File: config.mk
export PLATFORM = sky130hd
export DESIGN_NAME = vga_plot_arbiter
export DESIGN_NICKNAME = d
export VERILOG_FILES = /design/src/rtl/vga_plot_arbiter_pkg.sv /design/src/rtl/vga_plot_arbiter_rr_arb2.sv /design/src/rtl/vga_plot_arbiter.sv
export SDC_FILE = /design/constraint.sdc
export NUM_CORES = 1
export LEC_CHECK = 0
export ABC_AREA = 1
export CAP_MARGIN = 20
export CELL_PAD_IN_SITES_DETAIL_PLACEMENT = 0
export CELL_PAD_IN_SITES_GLOBAL_PLACEMENT = 1
export CORE_MARGIN = 1
export CORE_UTILIZATION = 34
export CTS_BUF_LIST = sky130_fd_sc_hd__clkbuf_8
export DETAILED_ROUTE_END_ITERATION = 8
export GPL_TIMING_DRIVEN = 0
export HOLD_SLACK_MARGIN = 0.15
export PLACE_DENSITY_LB_ADDON = 0.1
export SYNTH_ARGS = -nofsm -noshare
export SYNTH_HDL_FRONTEND = slang
export SYNTH_HIERARCHICAL = 1
export SYNTH_SLANG_ARGS = --single-unit
File: constraint.sdc
create_clock -name clk -period 4.1 [get_ports clk]
set_clock_uncertainty 0.1 [all_clocks]
set_input_delay 0.41 -clock clk [delete_from_list [all_inputs] [get_ports clk]]
set_output_delay 0.41 -clock clk [all_outputs]
set_load 0.01 [all_outputs]
File: src/rtl/vga_plot_arbiter_pkg.sv
// Shared game-display constants and the arbiter's state/owner types.
// Cell geometry and colour width default the plot arbiter parameters.
package vga_plot_arbiter_pkg;

    localparam int DEF_X_W      = 8;
    localparam int DEF_Y_W      = 7;
    localparam int DEF_COL_W    = 3;
    localparam int DEF_BLK_LOG2 = 1;

    localparam logic [2:0] COL_BLACK = 3'b000;
    localparam logic [2:0] COL_RED   = 3'b100;
    localparam logic [2:0] COL_WHITE = 3'b111;

    typedef enum logic [1:0] {
        ST_IDLE,
        ST_DRAW,
        ST_DONE
    } state_t;

    typedef enum logic {
        OWN_SNAKE,
        OWN_FOOD
    } owner_t;

endpackage

File: src/rtl/vga_plot_arbiter_rr_arb2.sv
// Two-way round-robin arbiter: pointer side wins a tie, pointer flips to the
// loser of the last granted decision whenever advance pulses.
module rr_arb2 (
    input  logic       clk,
    input  logic       rst,
    input  logic [1:0] req,
    input  logic       advance,
    output logic [1:0] gnt
);

    logic ptr;

    always_comb begin
        gnt = '0;
        if (req == 2'b11) begin
            gnt[ptr] = 1'b1;
        end else begin
            gnt = req;
        end
    end

    // After serving requester 0 the pointer favours 1, and vice versa.
    always_ff @(posedge clk or negedge rst) begin
        if (!rst) begin
            ptr <= 1'b0;
        end else if (advance) begin
            ptr <= gnt[0];
        end
    end

endmodule

File: src/rtl/vga_plot_arbiter.sv
// Shares the VGA pixel-write port between the snake and food drawers; each
// granted request plots one square cell, one pixel per cycle, then pulses done.
module vga_plot_arbiter
    import vga_plot_arbiter_pkg::*;
#(
    parameter int X_W      = DEF_X_W,
    parameter int Y_W      = DEF_Y_W,
    parameter int COL_W    = DEF_COL_W,
    parameter int BLK_LOG2 = DEF_BLK_LOG2
) (
    input  logic             clk,
    input  logic             rst,
    input  logic             req_snake,
    input  logic [X_W-1:0]   x_snake,
    input  logic [Y_W-1:0]   y_snake,
    input  logic [COL_W-1:0] col_snake,
    input  logic             req_food,
    input  logic [X_W-1:0]   x_food,
    input  logic [Y_W-1:0]   y_food,
    input  logic [COL_W-1:0] col_food,
    output logic             gnt_snake,
    output logic             gnt_food,
    output logic             done_snake,
    output logic             done_food,
    output logic [X_W-1:0]   vga_x,
    output logic [Y_W-1:0]   vga_y,
    output logic [COL_W-1:0] vga_colour,
    output logic             vga_plot,
    output logic             busy
);

    localparam int CNT_W = 2 * BLK_LOG2;

    state_t             state;
    owner_t             owner;
    logic [CNT_W-1:0]   pix_cnt;
    logic [X_W-1:0]     lx;
    logic [Y_W-1:0]     ly;
    logic [COL_W-1:0]   lcol;
    logic [1:0]         arb_gnt;
    logic               advance;
    logic               drawing;

    assign advance = (state == ST_IDLE) && (req_snake || req_food);

    rr_arb2 u_arb (
        .clk     (clk),
        .rst     (rst),
        .req     ({req_food, req_snake}),
        .advance (advance),
        .gnt     (arb_gnt)
    );

    always_ff @(posedge clk or negedge rst) begin
        if (!rst) begin
            state   <= ST_IDLE;
            owner   <= OWN_SNAKE;
            pix_cnt <= '0;
            lx      <= '0;
            ly      <= '0;
            lcol    <= '0;
        end else begin
            case (state)
                ST_IDLE: begin
                    if (advance) begin
                        state   <= ST_DRAW;
                        pix_cnt <= '0;
                        if (arb_gnt[1]) begin
                            owner <= OWN_FOOD;
                            lx    <= x_food;
                            ly    <= y_food;
                            lcol  <= col_food;
                        end else begin
                            owner <= OWN_SNAKE;
                            lx    <= x_snake;
                            ly    <= y_snake;
                            lcol  <= col_snake;
                        end
                    end
                end
                ST_DRAW: begin
                    pix_cnt <= pix_cnt + 1'b1;
                    if (pix_cnt == '1) begin
                        state <= ST_DONE;
                    end
                end
                default: state <= ST_IDLE;
            endcase
        end
    end

    // Low counter bits step across the cell, high bits step down; sums wrap.
    assign drawing    = (state == ST_DRAW);
    assign vga_plot   = drawing;
    assign vga_x      = drawing ? lx + X_W'(pix_cnt[BLK_LOG2-1:0]) : '0;
    assign vga_y      = drawing ? ly + Y_W'(pix_cnt[CNT_W-1:BLK_LOG2]) : '0;
    assign vga_colour = drawing ? lcol : COL_W'(COL_BLACK);
    assign busy       = (state != ST_IDLE);
    assign gnt_snake  = busy && (owner == OWN_SNAKE);
    assign gnt_food   = busy && (owner == OWN_FOOD);
    assign done_snake = (state == ST_DONE) && (owner == OWN_SNAKE);
    assign done_food  = (state == ST_DONE) && (owner == OWN_FOOD);

endmodule

==> flow_summary.toml <==
[status]
status = "completed"

[logic_synthesis]
netlist_area_mm2 = 0.00167
synth_area_per_cell_um2 = 6.99
ys_warn_count = 6
synth_nets = 285
syn_inst = 239

[detailed_routing]
wirelength_mm = 4.16
route.vias.total = 1643
wire_per_inst_um = 11.1
ant_nets = 0
drt_iter0_drc = 47
drt_pass1_iterations = 4
drc_errors = 0
viasPerCell = 4.39

[critical_path]
crit_chain = "ha_1 > ha_1 > nand2_1 > inv_1 > nand2_1 > nand2_1 > nor2_1 > clkdlybuf4s50_1"
start_kind = "flop"
reg2reg_slack_ps = 2600
worstSetupEndpointType = "output port"
crit_type = "flop to output port"
cpMaxStageDelayCell = "clkdlybuf4s50_1"
cp.required_ps = 3590
r2r_start = "u_arb/ptr$_DFFE_PN0P_"
cp-startpoint = "pix_cnt[0]$_DFFE_PN0P_"
rr_worst_depth = 7
cp_common_cell = "nand2_1"
regToRegEndpoint = "lx[7]$_DFFE_PN0P_"
crit_fanout = 4
worst_ep_arrival_time_ps = 2080
critPathMaxStageDelay_ps = 530

[floorplan]
start_util_pct = 35.4
placementRows = 25
pin_count = 64
fp.coreArea_mm2 = 0.00472
die_h_um = 72.1
die_w_um = 72.1
dieArea_mm2 = 0.00520

[placement]
port_buffers = 63
dp.cells = 370
pre_cts_ws_ps = 1810
hpwlAfterDp_mm = 3.34
gp_congestion = 0.726

[power_and_ir_drop]
power.density_mw_per_mm2 = 665
power_switching_w = 0.000681
p_int_w = 0.000972
clockPowerShare_pct = 12.7
p_total_w = 0.00165
p_leak_nw = 1.19
switching_share_pct = 41.2
peakVddDrop_mv = 0.314
p_comb_share_pct = 60.7
p_seq_share_pct = 26.6

[timing]
setup_viol_count_final = 0
rsz0062_at_grt = "false"
fin_crit_sh_pct = 63.1
timing.fmax_mhz = 386
relSlewSlack_pct = 69.7
min_period_ps = 2590
slew_violations = 0
tns_ps = 0
fin_ws_ps = 1510
hold_viol = 0
tightest_slew_ps = 453

[clocking]
insertion_delay_ps = 270
cts_resized = 0
cts_made_buffers = 3
root_buffer = "clkbuf_8"
cts_hold_buf = 0
clk_pin_slew_ps = 90
cts_setup_buffers = 0
cts_sinks = 24
cts_max_level = 1
cts_buffer_depth = 2
cts_tree = "built"

[min_path]
holdCritPathClass = "input pin to asynchronous set/reset pin"

[layout]
diodes = 0
area_delta_synth_final_pct = 48.7
seqCellArea_um2 = 601
fin_cells = 374
multi_input_area_um2 = 827
drive_gt1_share_pct = 12.4
fillers = 476
layout.nets = 354

[global_routing]
track_usage_pct = 17.0
grt_start_max_net_pins = 19
grt_pass1_wl_mm = 6.84
antenna_found_initial = 0
grt_use_met1_pct = 22.3
grt_busiest_layer = "met2"
grt_use_met2_pct = 29.1
use_met3_pct = 2.50
grt-ovfl-total = 0
first_global_vias = 1509

[flow_run]
max-cap-violations = 0
-- routing by layer --
metal	vias up	share of wire [%]
met5	-	0
met4	0	1.4
met3	8	3.3
met2	35	48
met1	735	47
li1	865	-
-- worst max-delay path by stage --
stage / slack (ps) / depth (start not counted) / endpoint
5_1_grt: 1390 / 7 / vga_x[4]
3_5_place_dp: 1810 / 8 / vga_y[6]
2_1_floorplan: 2370 / 7 / vga_x[6]
3_3_place_gp: 1820 / 8 / vga_x[6]
6_report: 1510 / 8 / vga_x[6]
4_1_cts: 1490 / 8 / vga_y[6]
-- placed cells by master (no fill, tap or decap), types with 2 or more instances in the layout --
master,n
a21oi_1,5
a21oi_2,2
buf_2,4
buf_6,5
clkbuf_8,3
clkdlybuf4s50_1,63
dfrtp_1,24
ha_1,6
inv_1,39
inv_2,2
nand2_1,76
nand3_1,6
nor2_1,25
nor2_4,2
nor3_1,2
o21ai_0,20
o21ai_1,2
o21ai_2,13
-- power groups by stage --
stage / clock (W) / sequential [W] / combinational [W]
3_5_place_dp: 0 / 0.000444 / 0.00102
6_report: 0.000211 / 0.000440 / 0.00100
2_1_floorplan: 0 / 0.000425 / 0.000608
4_1_cts: 0.000217 / 0.000440 / 0.00102
5_1_grt: 0.000223 / 0.000455 / 0.00112
3_3_place_gp: 0 / 0.000443 / 0.00101
-- worst max-delay path: cells and delay by family (launching register included) --
family / cells / cell delay (ps)
AND/OR/NAND/NOR: 4 / 280
flip-flops: 1 / 420
adder cells (fa/ha/maj): 2 / 490
buffers and inverters: 2 / 610
-- stage by stage --
stage / cell area [um^2] / util (%) / hold slack [ps]
after floorplan: 1670 / - / 14.4
after global placement: 2390 / 50.5 / 371
after detailed placement: 2410 / 51.1 / 374
after CTS: 2480 / 52.6 / 345
after global routing: 2480 / 52.6 / 351
final: 2480 / 52.6 / 346
-- cell type report --
| class | count | share of cell area, % |
|---|---|---|
| multi-input cells | 163 | 33.3 |
| repair buffers | 64 | 26.5 |
| flip-flops and latches | 24 | 24.2 |
| inverters | 42 | 6.45 |
| plain buffers | 10 | 3.37 |
| well taps | 67 | 3.37 |
| clock buffers | 3 | 1.66 |
| clock inverters | 1 | 1.21 |
-- state kept, by name, indices dropped and copies added, names as in the netlist --
register and flops:
state 2, ly 7, pix_cnt 2, lx 8, owner 1, lcol 3, u_arb/ptr 1
(Power assumes the default switching activity.)
